### config.mk
export PLATFORM = sky130hd
export DESIGN_NAME = harris_frame_sequencer
export DESIGN_NICKNAME = d
export VERILOG_FILES = /design/src/rtl/harris_pkg.sv /design/src/rtl/win_coord_counter.sv /design/src/rtl/harris_frame_sequencer.sv
export SDC_FILE = /design/constraint.sdc
export NUM_CORES = 1
export LEC_CHECK = 0
export BUFFER_PORTS_ARGS = -buffer_cell sky130_fd_sc_hd__buf_2
export CAP_MARGIN = 20
export CORE_MARGIN = 2
export CORE_UTILIZATION = 45
export DETAILED_ROUTE_END_ITERATION = 8
export PLACE_DENSITY = 0.72
export SLEW_MARGIN = 40
export SYNTH_ARGS = -nofsm -noshare
export SYNTH_HDL_FRONTEND = slang
export SYNTH_HIERARCHICAL = 1
export SYNTH_SLANG_ARGS = --single-unit
### constraint.sdc
create_clock -name clk -period 5.3 [get_ports clk]
set_clock_uncertainty 0.1 [all_clocks]
set_input_delay 1.06 -clock clk [delete_from_list [all_inputs] [get_ports clk]]
set_output_delay 1.06 -clock clk [all_outputs]
set_load 0.01 [all_outputs]
### src/rtl/harris_pkg.sv
// Shared types and default geometry for the Harris front end.
// Sequencer states and derived counter widths.
package harris_pkg;

  localparam int W_DEF    = 480;
  localparam int H_DEF    = 360;
  localparam int WIN_DEF  = 6;
  localparam int NBUF_DEF = 7;

  localparam int OCC_W = $clog2(NBUF_DEF * W_DEF + 1);
  localparam int COL_W = $clog2(W_DEF);
  localparam int ROW_W = $clog2(H_DEF - WIN_DEF + 1);

  typedef enum logic [1:0] {
    IDLE   = 2'd0,
    STREAM = 2'd1,
    DRAIN  = 2'd2,
    FLUSH  = 2'd3
  } seq_state_t;

endpackage

### src/rtl/win_coord_counter.sv
// Row/column/window counters for the sliding-window stream.
// Tags each window with sof/eof/col_ok from the current count.
module win_coord_counter
  import harris_pkg::*;
#(
  parameter int W   = W_DEF,
  parameter int H   = H_DEF,
  parameter int WIN = WIN_DEF,
  parameter int RW  = $clog2(H - WIN + 1),
  parameter int CW  = $clog2(W)
) (
  input  logic          clk,
  input  logic          reset,
  input  logic          clear_i,
  input  logic          valid_i,
  input  logic          en_i,
  output logic [RW-1:0] row_o,
  output logic [CW-1:0] col_o,
  output logic          col_ok_o,
  output logic          sof_o,
  output logic          eof_o,
  output logic          done_o,
  output logic          last_o
);

  localparam int TOTAL = (H - WIN + 1) * W;
  localparam int TW    = $clog2(TOTAL + 1);

  logic [RW-1:0] row_q, row_d;
  logic [CW-1:0] col_q, col_d;
  logic [TW-1:0] cnt_q, cnt_d;
  logic          adv;

  assign done_o   = (cnt_q == TW'(TOTAL));
  assign last_o   = (cnt_q == TW'(TOTAL - 1));
  assign adv      = valid_i & en_i & ~done_o;
  assign row_o    = row_q;
  assign col_o    = col_q;
  assign col_ok_o = (col_q <= CW'(W - WIN));
  assign sof_o    = valid_i & (row_q == '0) & (col_q == '0);
  assign eof_o    = valid_i & (row_q == RW'(H - WIN))
                  & (col_q == CW'(W - 1));

  // Next-state: advance raster position on each counted window
  always_comb begin
    row_d = row_q;
    col_d = col_q;
    cnt_d = cnt_q;
    if (clear_i) begin
      row_d = '0;
      col_d = '0;
      cnt_d = '0;
    end else if (adv) begin
      cnt_d = cnt_q + TW'(1);
      if (col_q == CW'(W - 1)) begin
        col_d = '0;
        if (row_q == RW'(H - WIN)) row_d = '0;
        else                       row_d = row_q + RW'(1);
      end else begin
        col_d = col_q + CW'(1);
      end
    end
  end

  // Counter registers
  always_ff @(posedge clk) begin
    if (reset) begin
      row_q <= '0;
      col_q <= '0;
      cnt_q <= '0;
    end else begin
      row_q <= row_d;
      col_q <= col_d;
      cnt_q <= cnt_d;
    end
  end

endmodule

### src/rtl/harris_frame_sequencer.sv
// Frame controller for the 6x6 window generator: throttles input,
// tags windows, flushes the generator between frames.
module harris_frame_sequencer
  import harris_pkg::*;
#(
  parameter int W    = W_DEF,
  parameter int H    = H_DEF,
  parameter int WIN  = WIN_DEF,
  parameter int NBUF = NBUF_DEF,
  parameter int RW   = $clog2(H - WIN + 1),
  parameter int CW   = $clog2(W)
) (
  input  logic          clk,
  input  logic          reset,
  input  logic          start,
  input  logic [7:0]    px_data,
  input  logic          px_valid,
  output logic          px_ready,
  output logic [7:0]    gen_pixel,
  output logic          gen_pixel_valid,
  output logic          gen_reset,
  input  logic          win_valid_in,
  output logic [RW-1:0] win_row,
  output logic [CW-1:0] win_col,
  output logic          win_col_ok,
  output logic          win_sof,
  output logic          win_eof,
  output logic          busy,
  output logic          frame_done,
  output logic          err
);

  localparam int CAP = NBUF * W;
  localparam int NPX = W * H;
  localparam int OW  = $clog2(CAP + 1);
  localparam int IW  = $clog2(NPX + 1);

  seq_state_t    state_q;
  logic [OW-1:0] occ_q;
  logic [IW-1:0] in_cnt_q;
  logic [7:0]    gen_pixel_q;
  logic          gen_pv_q;
  logic          gen_reset_q;
  logic          frame_done_q;
  logic          err_q;

  logic hs;
  logic win_en;
  logic win_dec;
  logic cnt_clear;
  logic win_done;
  logic win_last;
  logic frame_end;

  assign px_ready  = (state_q == STREAM) && (occ_q < OW'(CAP));
  assign hs        = px_valid & px_ready;
  assign win_en    = (state_q == STREAM) || (state_q == DRAIN);
  assign win_dec   = win_valid_in && (occ_q != '0);
  assign cnt_clear = (state_q == IDLE) && start;
  assign frame_end = win_done | (win_valid_in & win_en & win_last);

  assign busy            = (state_q != IDLE);
  assign gen_pixel       = gen_pixel_q;
  assign gen_pixel_valid = gen_pv_q;
  assign gen_reset       = gen_reset_q;
  assign frame_done      = frame_done_q;
  assign err             = err_q;

  win_coord_counter #(
    .W   (W),
    .H   (H),
    .WIN (WIN),
    .RW  (RW),
    .CW  (CW)
  ) u_coord (
    .clk      (clk),
    .reset    (reset),
    .clear_i  (cnt_clear),
    .valid_i  (win_valid_in),
    .en_i     (win_en),
    .row_o    (win_row),
    .col_o    (win_col),
    .col_ok_o (win_col_ok),
    .sof_o    (win_sof),
    .eof_o    (win_eof),
    .done_o   (win_done),
    .last_o   (win_last)
  );

  // Frame FSM with occupancy tracking and registered outputs
  always_ff @(posedge clk) begin
    if (reset) begin
      state_q      <= IDLE;
      occ_q        <= '0;
      in_cnt_q     <= '0;
      gen_pixel_q  <= '0;
      gen_pv_q     <= 1'b0;
      gen_reset_q  <= 1'b1;
      frame_done_q <= 1'b0;
      err_q        <= 1'b0;
    end else begin
      gen_pv_q     <= hs;
      gen_reset_q  <= 1'b0;
      frame_done_q <= 1'b0;
      if (hs) gen_pixel_q <= px_data;

      if (hs && !win_dec)      occ_q <= occ_q + OW'(1);
      else if (!hs && win_dec) occ_q <= occ_q - OW'(1);

      if (win_valid_in && ((state_q == IDLE) ||
          (state_q == FLUSH) || win_done))
        err_q <= 1'b1;
      if (start && (state_q != IDLE))
        err_q <= 1'b1;

      unique case (state_q)
        IDLE: begin
          if (start) begin
            state_q  <= STREAM;
            in_cnt_q <= '0;
            occ_q    <= '0;
          end
        end
        STREAM: begin
          if (hs) begin
            in_cnt_q <= in_cnt_q + IW'(1);
            if (in_cnt_q == IW'(NPX - 1))
              state_q <= DRAIN;
          end
        end
        DRAIN: begin
          if (frame_end) begin
            state_q      <= FLUSH;
            gen_reset_q  <= 1'b1;
            frame_done_q <= 1'b1;
          end
        end
        FLUSH: begin
          state_q <= IDLE;
          occ_q   <= '0;
        end
        default: state_q <= IDLE;
      endcase
    end
  end

endmodule

# --- After elaboration in Yosys (flattened, before gate mapping) ---
# Index checks and enable logic that the tools add are counted.
classes:
  n_shift: 0
  n_mul: 0
  bitwise_logic: 10
  eq_ne: 12
  n_reduce_logical: 23
  n_mux: 18
  n_div: 0
  n_lt_le_gt_ge: 2
  addsub: 6
ops:
  columns: ["cell", "count"]
  rows:
  - ["18-bit == test, second input constant", 3]
  - ["18-bit by 1-bit adder with 18-bit output, second input constant", 2]
  - ["12-bit two-way mux", 3]
  - ["18-bit two-way mux", 2]
  - ["18-bit case mux with 2 select lines", 1]
  - ["12-bit case mux with 2 select lines", 1]
  - ["9-bit by 1-bit adder with 9-bit output, second input constant", 2]
  - ["9-bit == test, second input constant", 2]
  - ["9-bit logical NOT", 2]
  - ["9-bit two-way mux", 2]
  - ["12-bit by 1-bit adder with 12-bit output, second input constant", 1]
  - ["12-bit < comparator, second input constant", 1]
  - ["12-bit nonzero test", 1]
  - ["12-bit by 1-bit subtractor with 12-bit output, second input constant", 1]
  - ["9-bit <= comparator, second input constant", 1]
  - ["1-bit bitwise AND", 8]
  - ["2-bit two-way mux", 4]
  - ["2-bit case mux with 4 select lines", 1]
  - ["1-bit logical AND", 7]
  - ["2-bit != test, second input constant", 3]
  - ["2-bit nonzero test", 3]
  - ["2-bit == test, second input constant", 2]
  - ["1-bit two-way mux", 4]
  - ["4-bit AND reduction", 1]
  - ["10 further kinds", 13]
word_totals:
  output_inout_bits: 35
  mem_bits_rw: 0
  n_memories: 0
  word_cells: 82
  register_bits: 80
  latch_bits: 0
  rom_bits: 0
  in_bits: 13

# --- Longest topological paths before layout ---
# Gate-level depths: netlist of the first run.
depth:
  depth_word: 9
  mapped_depth: 10
  depth_no_buf: 9

# --- Cells and area by module ---
# Netlist of the first run, hierarchy kept.
by_module_without_submodules:
  columns: ["mod", "area_per_inst_um2", "cells_each", "n_inst", "seq_area_each_um2"]
  rows:
  - ["harris_frame_sequencer", 2541.2, 296, 1, 880.8]
  - ["win_coord_counter", 2084.5, 256, 1, 720.7]

# --- Least setup slack after synthesis of the first run ---
# No wires, ideal clock.
synth_path:
  kind: "input to register"
  start: "in win_valid_in"
  end: "reg occ_q[7]"
  n_path_buf: 1
  stages: 6
  t_required_ns: 5.070
  setup_time_ns: 0.130
  path_slack_ns: 2.575
  arrival_time_ns: 2.495
  cell_sequence: "buf_4 or3b_2 a311oi_1 nor4b_1 o21a_1 nor3_1"
synth_between:
  elab_chain_cells: 6
  elab_cells_between_ends: 8
  classes_between: "mux (4); reduce/logical (4)"
synth_lines:
  columns: ["item", "line_no", "rtl"]
  rows:
  - ["start: declaration", "harris_frame_sequencer.sv:22", "input logic win_valid_in,"]
  - ["1-bit logical AND *", "harris_frame_sequencer.sv:58", "assign win_dec = win_valid_in && (occ_q != '0);"]
  - ["1-bit logical AND / 1-bit logical NOT (equally long branches)", "harris_frame_sequencer.sv:108, harris_frame_sequencer.sv:107", null]
  - ["12-bit two-way mux / 1-bit logical AND (equally long branches)", "harris_frame_sequencer.sv:108, harris_frame_sequencer.sv:107", null]
  - ["12-bit two-way mux *", "harris_frame_sequencer.sv:107", "if (hs && !win_dec) occ_q <= occ_q + OW'(1);"]
  - ["12-bit two-way mux", "harris_frame_sequencer.sv:118", "if (start) begin"]
  - ["12-bit case mux with 2 select lines *", "harris_frame_sequencer.sv:116", "unique case (state_q)"]
  - ["end signal: assignment", "harris_frame_sequencer.sv:107", null]
  - ["end signal: assignment", "harris_frame_sequencer.sv:108", "else if (!hs && win_dec) occ_q <= occ_q - OW'(1);"]
  - ["end: declaration", "harris_frame_sequencer.sv:39", "logic [OW-1:0] occ_q;"]
# Every way passes the cells marked *; elsewhere a longest branch is shown, timed or not.
# A chain may end at the register's enable or synchronous reset.

# --- Worst setup path in the final report of the first run ---
layout_path:
  start: "reg u_coord.col_q[1] (netlist: u_coord/col_o[1])"
  end: "out win_eof"
layout_between:
  elab_chain_cells: 2
layout_lines:
  columns: ["item", "line_no", "rtl"]
  rows:
  - ["start: declaration", "win_coord_counter.sv:30", "logic [CW-1:0] col_q, col_d;"]
  - ["start signal: assignment", "win_coord_counter.sv:73", "col_q <= col_d;"]
  - ["9-bit == test", "win_coord_counter.sv:42", "& (col_q == CW'(W - 1));"]
  - ["1-bit bitwise AND", "win_coord_counter.sv:42", null]
  - ["end: declaration", "harris_frame_sequencer.sv:27", "output logic win_eof,"]
# Every way passes these cells.

==> results of run 1 <==
path summary, 6_finish.rpt:
kind / from / slack [ns] / end / depth (start not counted)
max: u_coord/col_o[1]$_SDFFE_PP0P_ / 1.94 / win_eof / 5
min: gen_pixel[1]$_SDFFE_PP0P_ / 0.35 / gen_pixel[1]$_SDFFE_PP0P_ / 2
max reg2reg: u_coord/col_o[1]$_SDFFE_PP0P_ / 2.54 / u_coord/row_o[3]$_SDFFE_PP0P_ / 6
min reg2reg: gen_pixel[1]$_SDFFE_PP0P_ / 0.35 / gen_pixel[1]$_SDFFE_PP0P_ / 2
state kept, by name (all words and copies together), names as in the netlist, 2 cells and up:
name and cells:
in_cnt_q 18, u_coord/cnt_q 18, occ_q 12, u_coord/col_o 9
u_coord/row_o 9, gen_pixel 8, state_q 2
routing by layer:
layer  track usage (%)  part of all wire (%)
met1             24.17                    46
met2             32.67                    47
met3             3.958                   4.8
met4             7.524                   1.9
met5                 0                     0
per-stage QoR:
step | cell area (sq um) | worst slack (ns) | hold WS [ns] | std cells | power [mW]
6_report | 5155 | 1.944 | 0.3533 | 726 | 2.249
3_3_place_gp | 4861 | 2.365 | 0.3401 | 708 | 1.621
5_1_grt | 5155 | 1.783 | 0.3791 | 726 | 2.408
2_1_floorplan | 4626 | 2.575 | 0.3651 | 552 | 1.493
3_5_place_dp | 4881 | 2.284 | 0.3430 | 710 | 1.650
4_1_cts | 5147 | 1.950 | 0.3553 | 726 | 2.255
kinds of logic after synthesis:
kind of cell	share of synthesized area, %
buf+inv	5.464
fa+ha+maj	4.057
xor+xnor	6.248
mux	0.6492
flops	34.62
compound gates	17.23
simple gates	31.73
final cells by class:
class / instances / area (sq um) / share of cell area [%]
Tap cell: 136 / 170.2 / 3.301
Clock buffer: 9 / 123.9 / 2.403
Clock inverter: 7 / 142.6 / 2.767
Sequential cell: 80 / 1602 / 31.07
Timing Repair Buffer: 50 / 255.2 / 4.951
Inverter: 20 / 75.07 / 1.456
Multi-Input combinational cell: 424 / 2786 / 54.05
worst max-delay path: stages (launching register included):
cell	delay, ns
dfxtp_1	0.44
ha_1	0.26
nand4_2	0.16
nor3_2	0.61
and3_1	0.25
buf_2	0.13
Yosys cell counts, drive strengths merged (6+ instances only):
cell type   n
a2111oi     7
a211oi      8
a21oi      36
and3        7
and4        7
buf        20
clkbuf      7
dfxtp      80
ha         15
inv        20
nand2      56
nand2b      9
nand3      41
nand4      20
nor2       58
nor2b       6
nor3       13
o211ai      6
o21ai      16
or3        13
or4         6
xnor2      24
xor2        9
report_power, final:
part	internal [mW]	total [mW]	leakage (nW)	switching, mW
Clock	0.362	0.595	0.134	0.233
Combinational	0.347	0.901	1.05	0.555
Sequential	0.662	0.753	0.647	0.0904
Total	1.37	2.25	1.83	0.878
==> run_results.csv, run 1 <==
group,metric,value,unit
status,status,"completed",
final_layout,final_cell_mix,"80 x dfxtp_1, 57 x nor2_1, 56 x nand2_1",
logic_synthesis,synth_area_per_cell,8.380,sq um
global_routing,grt_pass1_vias,3847,
final_layout,final_layout_size_suffix_gt1_share,16.61,%
timing,fin_crit,3.356,ns
global_routing,grt_max_degree,33,
final_layout,mostFrequentLayoutCell,"dfxtp_1",
clock_tree,cts_max_level,3,
logic_synthesis,syn_inst,552,
floorplan,ios,48,
drt,drc_errors,0,
clock_tree,cts_tree,"done",
drt,via_per_inst,5.722,
floorplan,rows,37,
final_layout,diodes,0,
pwr,leakagePower,1.832,nW
logic_synthesis,synth-warning-count,6,
global_routing,gr-usage-all-layers,19.36,%
final_layout,fillers,951,
placement,place_congestion,0.8479,
timing,finalHoldViolations,0,
drt,firstDrtPassIters,5,
worst_setup_path,cp.arrival,2.20,ns
drt,wire_per_inst,14.31,um
clock_tree,clock_latency,0.35,ns
worst_setup_path,cp_max_fo,11,
floorplan,die_y,105.4,um
logic_synthesis,synth_cell_types,70,
drt,initialDrtViolationCount,179,
timing,rsz0062_at_grt,"no",
logic_synthesis,yosys.area.top_type_share,34.62,%
floorplan,core_area,0.01014,sq mm
logic_synthesis,yosysTopAreaCell,"dfxtp_1",
worst_setup_path,crit_type,"reg2out",
min_path,hp-class,"reg2reg",
clock_tree,cts-root-buf,"clkbuf_8",
drt,ant_nets,0,
logic_synthesis,synth_edf_count,0,
logic_synthesis,synthesis.area,0.004626,sq mm
timing,timing.fmax,0.2980,GHz
global_routing,grt_pass1_wl,17.72,mm
logic_synthesis,synth_nets,580,
global_routing,grt_overflow,0,
final_layout,nets,613,
pwr,peakVddDrop,243.5,uV
worst_setup_path,worstSetupStartpointType,"register",
final_layout,final_util,50.85,%
timing,fin_tns_setup,0,ns
placement,portBuffers,47,
clock_tree,cts_resized,0,
logic_synthesis,synth.area.top_cells,"dfxtp_1 35%, nor2_1 4.6%, nand2_1 4.5%",
drt,wl,10.39,mm
floorplan,fp.dieW,105.4,um
timing,tightest_slew,0.8555,ns
timing,setup_violations,0,
drt,vias,4154,
global_routing,grt_antenna_before_repair,0,
clock_tree,post-cts-setup-buffer-count,0,
floorplan,dieArea,0.01111,sq mm
timing,finalCritPeriodShare,63.32,%
logic_synthesis,seq_area_frac_synth,34.62,%
worst_setup_path,worstSetupEndpointType,"output port",
logic_synthesis,synth_seq_cells,80,
flow_run,maxCapViolations,0,
placement,dp_hpwl,7.159,mm
clock_tree,cts.sink_count,80,
timing,slew_violations,0,
pwr,p_per_area,436.2,mW/mm^2
floorplan,initial_utilization,45.63,%
worst_setup_path,worst_ep_required_time,4.14,ns
clock_tree,cts_buffers,9,
logic_synthesis,async_flop_share,0,%
clock_tree,cts_buffer_depth,2,
final_layout,synthToLayoutAreaGrowth,11.44,%
clock_tree,path_clk_slew,0.08,ns
logic_synthesis,ys.flop_type,"dfxtp_1",
clock_tree,cts_hold_buf,0,
timing,slew_headroom,42.76,%
No activity file was read; power rests on OpenSTA's default activity.
==> run 2: changes to the inputs <==
- PLACE_DENSITY: 0.72 -> 0.74
- clock period: 5.3 -> 2.8 ns (I/O delays scaled with it)
==> run 2 against run 1 <==
- final cell count is 2.2% higher
- power is 85% higher
- die area did not move
- routed wire length up 6.0%
==> run_results.csv, run 2 (synthesis results as in run 1) <==
group,metric,value,unit
timing,setup_violations,0,
floorplan,dieArea,0.01111,sq mm
final_layout,synthToLayoutAreaGrowth,12.52,%
final_layout,multi_input_area,0.002778,sq mm
clock_tree,path_clk_slew,0.09,ns
worst_setup_path,r2r_start,"occ_q[1]$_SDFF_PP0_",
placement,place_congestion,0.9142,
final_layout,final_cells,742,
floorplan,ios,48,
placement,portBuffers,47,
drt,wl,11.01,mm
global_routing,grt_max_degree,21,
floorplan,initial_utilization,45.63,%
clock_tree,cts.sink_count,80,
final_layout,fillers,958,
final_layout,final_util,51.34,%
floorplan,fp.dieW,105.4,um
worst_setup_path,worst_ep_required_time,2.14,ns
timing,fin_tns_setup,0,ns
placement,dp_slack,0.3858,ns
final_layout,reg_top3,"in_cnt_q (18), u_coord/cnt_q (18), occ_q (12)",
final_layout,diodes,0,
worst_setup_path,crit_path_max_incr_delay,0.52,ns
final_layout,regArea,0.001602,sq mm
worst_setup_path,rr_worst_depth,7,
drt,wire_per_inst,14.84,um
timing,layout_setup_ws,0.1160,ns
flow_run,maxCapViolations,0,
worst_setup_path,ff2ff_setup_slack,0.44,ns
drt,vias,4267,
min_path,hold_path_startpoint,"px_data[7]",
timing,finalHoldViolations,0,
clock_tree,cts_tree,"done",
timing,timing.fmax,0.3726,GHz
global_routing,grt_pass1_wl,18.37,mm
timing,holdWs,0.3240,ns
worst_setup_path,cp_max_fo,11,
final_layout,final_layout_size_suffix_gt1_share,18.81,%
global_routing,grt_pass1_vias,3873,
min_path,min_to,"gen_pixel[7]$_SDFFE_PP0P_",
timing,fin_crit,2.684,ns
timing,rsz0062_at_grt,"no",
floorplan,rows,37,
placement,dp.cells,724,
timing,slew_headroom,48.77,%
placement,place_area,0.004981,sq mm
final_layout,final_cell_mix,"80 x dfxtp_1, 57 x nor2_1, 56 x nand2_1",
worst_setup_path,cp_top_family,"simple AND/OR/NAND/NOR gates",
worst_setup_path,worstSetupStartpointType,"register",
global_routing,grt_overflow,0,
floorplan,die_y,105.4,um
worst_setup_path,crit_chain,"nor4_1 > and4_1 > and3_1 > buf_2",
pwr,peakVddDrop,421.3,uV
drt,drc_errors,0,
drt,ant_nets,0,
drt,initialDrtViolationCount,160,
clock_tree,cts_max_level,3,
global_routing,grt_antenna_before_repair,0,
clock_tree,cts_hold_buf,0,
worst_setup_path,crit_buf_inv,1,
placement,dp_hpwl,7.993,mm
clock_tree,clock_latency,0.37,ns
pwr,leakagePower,1.870,nW
final_layout,final_area,0.005205,sq mm
timing,tightest_slew,0.7651,ns
clock_tree,cts_buffers,9,
min_path,hp-class,"in2reg",
worst_setup_path,crit_type,"reg2out",
final_layout,nets,629,
pwr,p_per_area,797.9,mW/mm^2
worst_setup_path,cp.arrival,2.02,ns
min_path,holdPathStages,3,
floorplan,core_area,0.01014,sq mm
clock_tree,cts-root-buf,"clkbuf_8",
pwr,p_total,4.153,mW
drt,firstDrtPassIters,5,
clock_tree,cts_buffer_depth,2,
timing,slew_violations,0,
drt,via_per_inst,5.751,
worst_setup_path,worstSetupEndpointType,"output port",
timing,finalCritPeriodShare,95.86,%
worst_setup_path,slowest_stage,"and4_1",
status,status,"completed",
final_layout,mostFrequentLayoutCell,"dfxtp_1",
global_routing,gr-usage-all-layers,20.05,%
worst_setup_path,worstReg2RegEnd,"occ_q[5]$_SDFF_PP0_",
==> run 2: what timing repair did <==
| item | in CTS | in global routing |
|---|---|---|
| endpoints found under the setup margin | 0 | 1 |
| resized for setup | 0 | 1 |
| buffers inserted | 0 | 2 |
==> run 2: routing by layer <==
layer	GRT usage, %	share of wire [%]	vias up
met5	0	0	-
met4	7.524	1.8	0
met3	4.205	5.2	20
met2	33.59	49	134
met1	25.28	44	2025
li1	-	-	2088
==> run 2: how the worst max path moves through the flow <==
| stage | slack [ns] | depth (start not counted) | startpoint | end |
|---|---|---|---|---|
| 6_report | 0.12 | 4 | u_coord/row_o[2]$_SDFFE_PP0P_ | win_eof |
| 3_5_place_dp | 0.39 | 6 | win_valid_in | occ_q[7]$_SDFF_PP0_ |
| 3_3_place_gp | 0.49 | 6 | win_valid_in | occ_q[7]$_SDFF_PP0_ |
| 4_1_cts | 0.04 | 6 | u_coord/col_o[1]$_SDFFE_PP0P_ | win_eof |
| 5_1_grt | 0.006 | 4 | u_coord/row_o[2]$_SDFFE_PP0P_ | win_eof |
| 2_1_floorplan | 0.57 | 6 | win_valid_in | occ_q[7]$_SDFF_PP0_ |
==> run 2: worst reg2reg max path: stages, from the launching register on <==
cell and delay (ns):
dfxtp_1 0.40, inv_1 0.11, ha_1 0.16, or3b_1 0.43
o41a_4 0.42, or3_1 0.38, a21oi_1 0.20, nor3b_2 0.06
==> run 2: power breakdown <==
part | internal [mW] | total [mW] | leakage (nW) | switching [mW]
Combinational | 0.756 | 1.86 | 1.13 | 1.10
Sequential | 1.25 | 1.41 | 0.647 | 0.152
Clock | 0.419 | 0.888 | 0.0925 | 0.469
==> run 2: final cells by class <==
type | count | share of cell area (%)
Multi-Input combinational cell | 424 | 53.37
Sequential cell | 80 | 30.77
Timing Repair Buffer | 66 | 7.260
Tap cell | 136 | 3.269
Clock buffer | 9 | 2.380
Clock inverter | 7 | 1.514
Inverter | 20 | 1.442
